===== src/rtl/color_pkg.sv =====
// Shared types and constants for the color_pipe escape-count-to-RGB mapper.
package color_pkg;

    localparam int HUE_W   = 9;
    localparam int RECIP60 = 1093;

    typedef enum logic [2:0] {
        SECT0 = 3'd0,
        SECT1 = 3'd1,
        SECT2 = 3'd2,
        SECT3 = 3'd3,
        SECT4 = 3'd4,
        SECT5 = 3'd5
    } sector_t;

    typedef struct packed {
        logic             valid;
        logic             inset;
        logic             mode;
        logic [HUE_W-1:0] hue;
    } s1_t;

    typedef struct packed {
        logic    valid;
        logic    inset;
        logic    mode;
        sector_t sector;
        logic [5:0] rem;
    } s2_t;

    typedef struct packed {
        logic    valid;
        logic    inset;
        logic    mode;
        sector_t sector;
    } s3_t;

    // Sum of two 9-bit angles is at most 1022, so two conditional subtractions reach 0..359.
    function automatic logic [HUE_W-1:0] hue_wrap(input logic [HUE_W:0] sum);
        logic [HUE_W:0] s;
        s = sum;
        if (s >= 10'd360) s = s - 10'd360;
        else              s = s;
        if (s >= 10'd360) s = s - 10'd360;
        else              s = s;
        return s[HUE_W-1:0];
    endfunction

endpackage


===== src/rtl/color_pipe_log2_approx.sv =====
// Combinational leading-one position plus the 4 bits just below it (log2 mantissa).
module log2_approx #(
    parameter int IN_W = 9,
    parameter int P_W  = 4
) (
    input  logic [IN_W-1:0] x,
    output logic [P_W-1:0]  p,
    output logic [3:0]      frac
);

    logic [IN_W+3:0] ext_s;
    logic [IN_W+3:0] norm_s;

    // Highest set bit wins; the normalising shift then exposes the fraction bits.
    always_comb begin
        p = '0;
        for (int i = 0; i < IN_W; i++) begin
            if (x[i]) p = P_W'(i);
            else      p = p;
        end
        ext_s  = {x, 4'b0000};
        norm_s = ext_s << (IN_W - 1 - int'(p));
        frac   = norm_s[IN_W+2 -: 4];
    end

endmodule


===== src/rtl/color_pipe.sv =====
// Four-stage escape-count to RGB mapper (HSV with S=1, or grayscale).
// Define COLOR_LOG_EN to use a log-scaled value curve instead of the linear one.
module color_pipe
    import color_pkg::*;
#(
    parameter int ITER_W   = 8,
    parameter int MAX_ITER = 100,
    parameter int COLOR_W  = 8
) (
    input  logic               clk,
    input  logic               reset_n,
    input  logic               in_valid,
    output logic               in_ready,
    input  logic [ITER_W-1:0]  in_iter,
    input  logic [HUE_W-1:0]   in_hue,
    input  logic [HUE_W-1:0]   in_hue_ofs,
    input  logic               in_mode,
    output logic               out_valid,
    input  logic               out_ready,
    output logic [COLOR_W-1:0] out_r,
    output logic [COLOR_W-1:0] out_g,
    output logic [COLOR_W-1:0] out_b
);

    localparam logic [63:0]       CMAX       = (64'd1 << COLOR_W) - 64'd1;
    localparam logic [COLOR_W-1:0] VMAX      = {COLOR_W{1'b1}};
    localparam logic [ITER_W:0]   MAX_ITER_V = (ITER_W+1)'(MAX_ITER);
    localparam int                RP_W       = COLOR_W + 17;

    logic               adv_s;
    s1_t                s1_next_s, s1_r;
    s2_t                s2_next_s, s2_r;
    s3_t                s3_r;
    logic [COLOR_W-1:0] v_next_s, v1_r, v2_r, v3_r;
    logic [COLOR_W-1:0] x_next_s, x3_r;
    logic [HUE_W-1:0]   base_s;
    logic [5:0]         f_s;
    logic [RP_W-1:0]    ramp_prod_s, ramp_sh_s;
    logic [COLOR_W-1:0] r_s, g_s, b_s;

    assign adv_s    = ~out_valid | out_ready;
    assign in_ready = adv_s;

`ifdef COLOR_LOG_EN
    localparam int          P_W    = $clog2(ITER_W + 1);
    localparam logic [63:0] VSCALE = (CMAX * 64'd65536 + 64'(ITER_W * 16) - 64'd1) / 64'(ITER_W * 16);

    logic [ITER_W:0] iter_p1_s;
    logic [P_W-1:0]  lead_s;
    logic [3:0]      frac_s;
    logic [63:0]     val_prod_s, val_sh_s;

    assign iter_p1_s = {1'b0, in_iter} + {{ITER_W{1'b0}}, 1'b1};

    log2_approx #(.IN_W(ITER_W + 1), .P_W(P_W)) u_log2 (
        .x    (iter_p1_s),
        .p    (lead_s),
        .frac (frac_s)
    );

    // Log-curve value from L = {p, frac}.
    always_comb begin
        val_prod_s = {{(60-P_W){1'b0}}, lead_s, frac_s} * VSCALE;
        val_sh_s   = val_prod_s >> 16;
        if (val_sh_s > CMAX) v_next_s = VMAX;
        else                 v_next_s = val_sh_s[COLOR_W-1:0];
    end
`else
    localparam logic [63:0] LSCALE = (CMAX * 64'd65536 + 64'(MAX_ITER) - 64'd1) / 64'(MAX_ITER);

    logic [63:0] val_prod_s, val_sh_s;

    // Linear value from the raw iteration count.
    always_comb begin
        val_prod_s = {{(64-ITER_W){1'b0}}, in_iter} * LSCALE;
        val_sh_s   = val_prod_s >> 16;
        if (val_sh_s > CMAX) v_next_s = VMAX;
        else                 v_next_s = val_sh_s[COLOR_W-1:0];
    end
`endif

    // Stage 1 payload: in-set flag and hue folded into 0..359.
    always_comb begin
        s1_next_s.valid = in_valid;
        s1_next_s.inset = ({1'b0, in_iter} >= MAX_ITER_V);
        s1_next_s.mode  = in_mode;
        s1_next_s.hue   = hue_wrap({1'b0, in_hue} + {1'b0, in_hue_ofs});
    end

    // Stage 2: 60-degree sector by compare chain and remainder within it.
    always_comb begin
        s2_next_s.valid = s1_r.valid;
        s2_next_s.inset = s1_r.inset;
        s2_next_s.mode  = s1_r.mode;
        if (s1_r.hue < 9'd60) begin
            s2_next_s.sector = SECT0; base_s = 9'd0;
        end else if (s1_r.hue < 9'd120) begin
            s2_next_s.sector = SECT1; base_s = 9'd60;
        end else if (s1_r.hue < 9'd180) begin
            s2_next_s.sector = SECT2; base_s = 9'd120;
        end else if (s1_r.hue < 9'd240) begin
            s2_next_s.sector = SECT3; base_s = 9'd180;
        end else if (s1_r.hue < 9'd300) begin
            s2_next_s.sector = SECT4; base_s = 9'd240;
        end else begin
            s2_next_s.sector = SECT5; base_s = 9'd300;
        end
        s2_next_s.rem = 6'(s1_r.hue - base_s);
    end

    // Stage 3: ramp X = v*f/60 in fixed point, clamped to v against rounding overshoot.
    always_comb begin
        if (s2_r.sector[0]) f_s = 6'd60 - s2_r.rem;
        else                f_s = s2_r.rem;
        ramp_prod_s = RP_W'(v2_r) * RP_W'(f_s) * RP_W'(RECIP60);
        ramp_sh_s   = ramp_prod_s >> 16;
        if (ramp_sh_s > RP_W'(v2_r)) x_next_s = v2_r;
        else                         x_next_s = ramp_sh_s[COLOR_W-1:0];
    end

    // Stage 4: channel mux; in-set overrides grayscale, which overrides hue.
    always_comb begin
        r_s = '0;
        g_s = '0;
        b_s = '0;
        if (s3_r.inset) begin
            r_s = '0; g_s = '0; b_s = '0;
        end else if (s3_r.mode) begin
            r_s = v3_r; g_s = v3_r; b_s = v3_r;
        end else begin
            case (s3_r.sector)
                SECT0:   begin r_s = v3_r; g_s = x3_r; b_s = '0;   end
                SECT1:   begin r_s = x3_r; g_s = v3_r; b_s = '0;   end
                SECT2:   begin r_s = '0;   g_s = v3_r; b_s = x3_r; end
                SECT3:   begin r_s = '0;   g_s = x3_r; b_s = v3_r; end
                SECT4:   begin r_s = x3_r; g_s = '0;   b_s = v3_r; end
                SECT5:   begin r_s = v3_r; g_s = '0;   b_s = x3_r; end
                default: begin r_s = '0;   g_s = '0;   b_s = '0;   end
            endcase
        end
    end

    // Whole pipeline moves in lockstep on adv; reset drops every in-flight beat.
    always_ff @(posedge clk or negedge reset_n) begin
        if (!reset_n) begin
            s1_r      <= '0;
            s2_r      <= '0;
            s3_r      <= '0;
            v1_r      <= '0;
            v2_r      <= '0;
            v3_r      <= '0;
            x3_r      <= '0;
            out_valid <= 1'b0;
            out_r     <= '0;
            out_g     <= '0;
            out_b     <= '0;
        end else if (adv_s) begin
            s1_r      <= s1_next_s;
            v1_r      <= v_next_s;
            s2_r      <= s2_next_s;
            v2_r      <= v1_r;
            s3_r      <= '{valid: s2_r.valid, inset: s2_r.inset, mode: s2_r.mode, sector: s2_r.sector};
            v3_r      <= v2_r;
            x3_r      <= x_next_s;
            out_valid <= s3_r.valid;
            out_r     <= r_s;
            out_g     <= g_s;
            out_b     <= b_s;
        end
    end

endmodule


===== config.mk =====
export PLATFORM = sky130hd
export DESIGN_NAME = color_pipe
export DESIGN_NICKNAME = d
export VERILOG_FILES = /design/src/rtl/color_pkg.sv /design/src/rtl/color_pipe_log2_approx.sv /design/src/rtl/color_pipe.sv
export SDC_FILE = /design/constraint.sdc
export NUM_CORES = 1
export LEC_CHECK = 0
export ABC_AREA = 1
export CAP_MARGIN = 20
export CORE_ASPECT_RATIO = 0.75
export CORE_UTILIZATION = 43
export CTS_BUF_LIST = sky130_fd_sc_hd__clkbuf_8 sky130_fd_sc_hd__clkbuf_16
export DETAILED_ROUTE_END_ITERATION = 8
export PLACE_DENSITY = 0.62
export SLEW_MARGIN = 20
export SYNTH_ARGS = -nofsm -noshare
export SYNTH_HDL_FRONTEND = slang
export SYNTH_SLANG_ARGS = --single-unit

===== constraint.sdc =====
create_clock -name clk -period 7.64 [get_ports clk]
set_input_delay 1.528 -clock clk [delete_from_list [all_inputs] [get_ports clk]]
set_output_delay 1.528 -clock clk [all_outputs]
set_load 0.01 [all_outputs]

Yosys cells after proc, flatten, opt, wreduce, memory -nomap -nowiden
Cells that the tools add are included.
Storage, ports and cells
  register bits: 87
  input port bits: 31
  output and inout port bits: 26
Operators by class
  add/sub/neg operators: 5
  $mul: 3
  $lt $le $gt $ge: 10
  eq/ne operators: 5
  mux-type cells: 24
  bitwise operators: 2
  reduce and logical (&&, ||, !) cells: 7
Operators by type and width (number)
  8-bit two-way mux: 8
  8-bit one-hot mux with 2 select lines: 3
  6-bit two-way mux: 5
  8-bit by 18-bit multiplier with 26-bit output, second input constant: 1
  14-bit by 11-bit multiplier with 25-bit output, second input constant: 1
  10-bit by 9-bit greater-or-equal comparator with 1-bit output, second input constant: 2
  9-bit by 8-bit less-than comparator with 1-bit output, second input constant: 2
  8-bit by 6-bit multiplier with 14-bit output: 1
  3-bit two-way mux: 4
  2-bit OR reduction: 6
  9-bit by 9-bit adder with 10-bit output: 1
  10-bit by 8-bit > comparator with 1-bit output, second input constant: 1
  10-bit two-way mux: 1
  10-bit by 9-bit subtractor with 10-bit output, second input constant: 1
  9-bit by 8-bit > comparator with 1-bit output: 1
  9-bit by 6-bit less-than comparator with 1-bit output, second input constant: 1
  9-bit by 7-bit less-than comparator with 1-bit output, second input constant: 1
  9-bit less-than comparator, second input constant: 1
  9-bit two-way mux: 1
  9-bit subtractor, second input constant: 1
  8-bit by 7-bit greater-or-equal comparator with 1-bit output, second input constant: 1
  3-bit by 2-bit == test with 1-bit output, second input constant: 2
  3-bit == test, second input constant: 2
  6-bit subtractor: 1
  7 further kinds: 7

Longest topological paths before layout
Gate-level depths: netlist of run 1.
  word-level depth: 7
  depth in mapped cells: 50
  mapped depth without buffers: 48

Worst setup path before layout of run 1
OpenSTA, ideal clock, no wires.
  path type: flip-flop to flip-flop
  start point: register s2_r[0] in the netlist's numbering
  end point: register x3_r[6]
  library setup time: 135 ps
  arrival: 8133 ps
  data required time: 7505 ps
  path slack: -628 ps
  cell stages (with the launch flop): 45
  path buffers: 2
  period minus slack after synthesis: 8268 ps
  cell sequence: dfrtp_1 buf_2 inv_1 ha_1 inv_1 a21oi_1 o21ai_0 o21ai_1 or2_2 fa_1 fa_1 fa_1 inv_1 ha_1 nand3_1 nand3_1 a21oi_1 o21bai_1 [... 9 more ...] ha_1 ha_1 nand2_1 nor4_1 o21ai_0 nand3_1 a21oi_1 xor2_1 inv_1 ha_1 nand2_1 inv_1 nand3_1 o32ai_1 nand3_2 buf_6 o21ai_0 o21ai_0
On the way
  cells in the longest elaborated chain, start to end: 6
RTL lines
  start, declared: RTL line color_pipe.sv:32  | s2_t s2_next_s, s2_r;
  start signal, assigned: RTL line color_pipe.sv:160  | s2_r <= s2_next_s;
  6-bit subtractor: RTL line color_pipe.sv:113  | if (s2_r.sector[0]) f_s = 6'd60 - s2_r.rem;
  6-bit two-way mux (*): RTL line color_pipe.sv:113
  8-bit by 6-bit multiplier with 14-bit output (*): RTL line color_pipe.sv:115  | ramp_prod_s = RP_W'(v2_r) * RP_W'(f_s) * RP_W'(RECIP60);
  14-bit by 11-bit multiplier with 25-bit output (*): RTL line color_pipe.sv:115
  9-bit by 8-bit > comparator with 1-bit output: RTL line color_pipe.sv:117  | if (ramp_sh_s > RP_W'(v2_r)) x_next_s = v2_r;
  8-bit two-way mux (*): RTL line color_pipe.sv:117
  end signal, assigned: RTL line color_pipe.sv:164  | x3_r <= x_next_s;
  end, declared: RTL line color_pipe.sv:35  | logic [COLOR_W-1:0] x_next_s, x3_r;
Mark *: on every way between the ends. The rest lies on a longest branch, timed or not.
A chain may end at the register's enable or synchronous reset.

Final worst setup path of run 1
  start point: register s2_r[0] in the netlist's numbering
  end point: register x3_r[4]
Same word-level chain as after synthesis.

==> results of run 1 <==
kinds of logic after synthesis:
group / Yosys count
fa+ha+maj: 237
buf+inv: 231
xor+xnor: 32
simple gates: 490
compound gates: 249
flops: 87
worst max-delay path, delay by kind of cell (launching register included):
family,cells,cell delay [ps]
buffers and inverters,10,760
AO/OA/AOI/OAI,11,1680
adder cells (fa/ha/maj),9,3020
AND/OR/NAND/NOR,15,1700
flip-flops,1,410
XOR/XNOR,2,320
path summary, 6_finish.rpt:
check	from	endpoint	slack [ps]	depth (start not counted)
max in group asynchronous	reset_n	s2_r[0]	5470	2
setup reg to reg	s2_r[0]	x3_r[4]	-310	47
hold / removal	s3_r[5]	out_valid	470	2
setup / recovery	s2_r[0]	x3_r[4]	-310	47
hold reg to reg	s3_r[5]	out_valid	470	2
min in group asynchronous	reset_n	out_b[5]	1110	1
registers in the layout, summed over array words and instances (netlist names):
name,count
out_b,8
out_g,8
out_r,8
out_valid,1
s1_r,12
s2_r,12
s3_r,6
v1_r,8
v2_r,8
v3_r,8
x3_r,8
cell type report:
type                    count  area, sq um  area share [%]
clock buffers              10          239            1.78
clock inverters             6         76.3           0.568
flip-flops and latches     87         2180            16.2
multi-input cells        1009         8280            61.6
repair buffers            181         1500            11.2
well taps                 300          375            2.79
inverters                 211          795            5.91
through the flow:
step	TNS [ps]	util [%]	worst slack [ps]
3_5_place_dp	-5080	52.8	-700
6_report	-2310	57.8	-307
4_1_cts	-1800	56.1	-238
5_1_grt	-5350	57.8	-683
2_1_floorplan	0	-	7.26
3_3_place_gp	-3910	52.8	-534
what timing repair did:
| item | 4_1_cts | 5_1_grt |
|---|---|---|
| gates resized for setup | 68 | 63 |
| setup endpoints to repair | 8 | 8 |
| pin swaps | 53 | 58 |
| gates cloned | 1 | 0 |
| buffers inserted | 12 | 8 |
layout by cell type, fill, tap and decap left out, types with 21 or more instances in the layout:
| cell type | synthesis | routed |
|---|---|---|
| a21oi_1 | 63 | 42 |
| a21oi_2 | 3 | 21 |
| a221oi_1 | 24 | 24 |
| buf_4 | 0 | 124 |
| clkdlybuf4s50_1 | 0 | 55 |
| dfrtp_1 | 87 | 87 |
| fa_1 | 53 | 52 |
| ha_1 | 184 | 147 |
| ha_4 | 0 | 37 |
| inv_1 | 198 | 182 |
| nand2_1 | 278 | 256 |
| nand2_2 | 18 | 32 |
| nand3_1 | 45 | 40 |
| nor2_1 | 101 | 87 |
| o21ai_0 | 107 | 90 |
routing by layer:
layer / GRT usage [%] / routed length [um]
met1: 34.0 / 13900
met4: 2.94 / 102
met5: 0 / 0
met3: 4.66 / 1440
met2: 32.5 / 11000
==> flow_summary.yaml, run 1 <==
run_status:
  status: "finished, violations left"
  failed_checks: "negative setup slack"
clock_tree:
  insertion_delay_ps: 340
  clock_path_buffers: 2
  cts_tree: "built"
  htreeDepth: 3
  cts.clk_slew.worst_paths_ps: 70
  cts_hold_buf: 0
  cts_root_buffer: "clkbuf_16"
  cts_buffers: 9
  cts_sinks: 87
synth:
  yosys_register_bits: 87
  synth.area.mux_share_pct: 0
  synth_nets: 1594
  synth_top_area_cell: "ha_1"
  syn_inst: 1326
  netlist_area_sq_um: 10300
  yosys-top-cells-area: "ha_1, dfrtp_1, fa_1"
  synth_edf_count: 0
  yosysMostFrequentCell: "nand2_1"
  synth_adder_area_share_pct: 32.6
  async_flop_share_pct: 100
  netlist_top_cells_count: "nand2_1, inv_1, ha_1"
  yosysWarnings: 0
  ys_types: 50
  synthXorXnorAreaFrac_pct: 2.98
  synth-simple-area-share_pct: 20.6
  seq_area_frac_synth_pct: 21.1
  synth_top_family_by_area: "adder cells"
  synth_top_area_share_pct: 22.3
  synth_ff_type: "dfrtp_1"
  syn_area_per_cell_sq_um: 7.78
  synth_compound_area_share_pct: 14.2
floorplan:
  core_area_sq_um: 23200
  start_util_pct: 44.4
  io-pin-count: 57
  rows: 48
  die_area_sq_um: 24600
  die-width_um: 181
  die_h_um: 136
sta:
  worst_slack_ps: -307
  setup_violations: 8
  period_share_pct: 104
  slew_viol_final: 0
  maxSlewHeadroom_pct: 42.1
  worst-slew-pin-transition_ps: 869
  skew_ps: 12.8
  hold_viol: 0
  fmax_ghz: 0.126
  worst_hold_slack_ps: 474
  grt_setup_unrepaired: "true"
  finalCriticalPeriod_ps: 7950
global_routing:
  grt-ovfl-total: 0
  groute.usage.overall_pct: 22.2
  grt_max_degree: 92
  grt_pass1_wl_um: 44400
  grt_pass1_vias: 8989
  antenna_found_initial: 0
layout:
  drive_gt1_share_pct: 22.0
  stdcell_area_sq_um: 13400
  stdcell_count: 1804
  diodes: 0
  nets: 1767
  fill_cells: 2094
  syn2layout_area_growth_pct: 30.3
critical_path:
  crit_path_start_kind: "flop"
  cpPeakStageDelay_ps: 510
  cp.arrival_ps: 8230
  crit_path_frequent_cell: "inv_2"
  critPathKind: "reg -> reg"
  slowest_stage: "fa_1"
  cp.required_ps: 7920
  worstPathMaxFanout: 8
  critPathCaptureType: "flop"
route:
  vias: 9431
  ant_nets: 0
  drc: 0
  drtPass1Iterations: 5
  avgViaCountPerCell: 5.23
  drt-initial-drc-count: 635
  wirelength_um: 26400
  wl_per_cell_um: 14.7
min_path:
  hp-class: "reg -> reg"
placement:
  hpwl_um: 20900
  io_buffers: 56
  place_area_sq_um: 12300
  gp_congestion: 0.935
  dp_cells: 1768
flow_run:
  max_cap_violations: 0
Power of run 1 is left out: the tool's default activity adds up to more than one toggle a clock period on the data nets, which glitch-free logic cannot reach.
==> inputs of run 2 (changes only) <==
--- a/config.mk
+++ b/config.mk
@@ -8,10 +8,10 @@
 export ABC_AREA = 1
 export CAP_MARGIN = 20
 export CORE_ASPECT_RATIO = 0.75
-export CORE_UTILIZATION = 43
+export CORE_UTILIZATION = 55
 export CTS_BUF_LIST = sky130_fd_sc_hd__clkbuf_8 sky130_fd_sc_hd__clkbuf_16
 export DETAILED_ROUTE_END_ITERATION = 8
-export PLACE_DENSITY = 0.62
+export PLACE_DENSITY = 0.76
 export SLEW_MARGIN = 20
 export SYNTH_ARGS = -nofsm -noshare
 export SYNTH_HDL_FRONTEND = slang
==> flow_summary.yaml, run 2 (synthesis gave the netlist of run 1 again) <==
sta:
  finalCriticalPeriod_ps: 8100
  grt_setup_unrepaired: "true"
  fmax_ghz: 0.124
  slew_viol_final: 0
  worst-slew-pin-transition_ps: 1120
  tns_ps: -3390
  worst_slack_ps: -457
  period_share_pct: 106
  setup_violations: 8
  maxSlewHeadroom_pct: 25.2
  skew_ps: 12.1
  hold_viol: 0
  worst_hold_slack_ps: 453
critical_path:
  cp.required_ps: 7930
  cpPeakStageDelay_ps: 530
  critical_path.top_delay_family: "adder cells"
  worstPathMaxFanout: 6
  critPathKind: "reg -> reg"
  slowest_stage: "fa_1"
  cp.arrival_ps: 8390
  rrSetupSlack_ps: -460
  critPathCaptureType: "flop"
  crit_path_start_kind: "flop"
  critical_path_buf_inv_count: 7
  crit_path_frequent_cell: "ha_4"
clock_tree:
  cts_sinks: 87
  cts_buffers: 9
  cts_tree: "built"
  insertion_delay_ps: 350
  clock_path_buffers: 2
  cts.clk_slew.worst_paths_ps: 80
  cts_root_buffer: "clkbuf_16"
  htreeDepth: 3
floorplan:
  rows: 42
  die-width_um: 160
  core_area_sq_um: 18000
  die_h_um: 121
  die_area_sq_um: 19300
  start_util_pct: 57.4
  io-pin-count: 57
layout:
  drive_gt1_share_pct: 21.0
  fill_cells: 1333
  syn2layout_area_growth_pct: 27.7
  final_common_cell: "nand2_1"
  layout_common_cells: "nand2_1, inv_1, ha_1, buf_4, o21ai_0"
  stdcell_count: 1742
  top_regs: "s1_r x12, s2_r x12"
  nets: 1763
  diodes: 0
route:
  vias: 9756
  drt-initial-drc-count: 703
  wl_per_cell_um: 15.6
  avgViaCountPerCell: 5.60
  drc: 0
  wirelength_um: 27100
  drtPass1Iterations: 5
  ant_nets: 0
global_routing:
  groute.layer.met3.usage_pct: 4.80
  antenna_found_initial: 0
  grt-busiest-layer: "met2"
  groute.usage.overall_pct: 29.1
  use_met1_pct: 43.4
  grt_pass1_wl_um: 45600
  gr-usage-met2_pct: 44.7
  grt_max_degree: 92
  grt_pass1_vias: 9405
  grt-ovfl-total: 0
placement:
  io_buffers: 56
  hpwl_um: 20500
  dp_cells: 1708
  gp_congestion: 0.960
  place_ws_ps: -555
run_status:
  failed_checks: "negative setup slack"
  status: "finished, violations left"
flow_run:
  max_cap_violations: 0
min_path:
  hp-class: "reg -> reg"
## run 2: changes by cell type in the layout (fill, tap and decap cells not counted), moves of 3 or more
cell,previous run,this run
ha_4,37,32
o21ai_1,15,12
o21ai_2,7,12
nand2_1,256,260
ha_1,147,151
inv_1,182,186
nor2_4,7,4
nor2_2,8,12
inv_2,20,15
buf_4,124,119
## run 2: metrics by stage
step           instance area (sq um)  util, %
2_1_floorplan                  10600        -
3_3_place_gp                   12200     67.8
3_5_place_dp                   12200     67.8
4_1_cts                        13000     72.3
5_1_grt                        13200     73.3
6_report                       13200     73.3
## run 2: worst paths after layout
check / start / cells after the start / to
hold reg to reg: s3_r[5] / 2 / out_valid
setup reg to reg: s2_r[0] / 45 / x3_r[4]
hold / removal: s3_r[5] / 2 / out_valid
max in group asynchronous: reset_n / 2 / s2_r[5]
setup / recovery: s2_r[0] / 45 / x3_r[4]
min in group asynchronous: reset_n / 1 / x3_r[6]
## run 2: layout make-up
type / count / area (sq um) / area share (%)
Multi-Input combinational cell: 1008 / 8110 / 61.6
Sequential cell: 87 / 2180 / 16.5
Timing Repair Buffer: 178 / 1490 / 11.3
Inverter: 211 / 797 / 6.05
Tap cell: 242 / 303 / 2.30
Clock buffer: 9 / 225 / 1.71
Clock inverter: 7 / 72.6 / 0.551
## run 2: worst register-to-register path: cells and delay by family, from the launching register on
family                     cells  cell delay [ps]
adders and majority gates     10             3470
xor gates and xnor gates       1              250
and+or+nand+nor               13             1360
DFF                            1              400
AOI/OAI and AO/OA             14             1900
buffers and inverters          7              670
## run 2: repair_timing
item,in CTS,in global routing
hold endpoints to repair,0,0
pin swaps,62,20
setup endpoints to repair,8,8
cloned,1,0
gates resized for setup,83,30
hold buffers,0,0
setup buffers,12,5
## run 2: layer usage
layer / vias to the layer above / wire [um]
li1: 4726 / -
met1: 4684 / 13200
met2: 307 / 11900
met3: 39 / 1740
met4: 0 / 353
met5: - / 0
Power of run 2 is left out for the same reason.
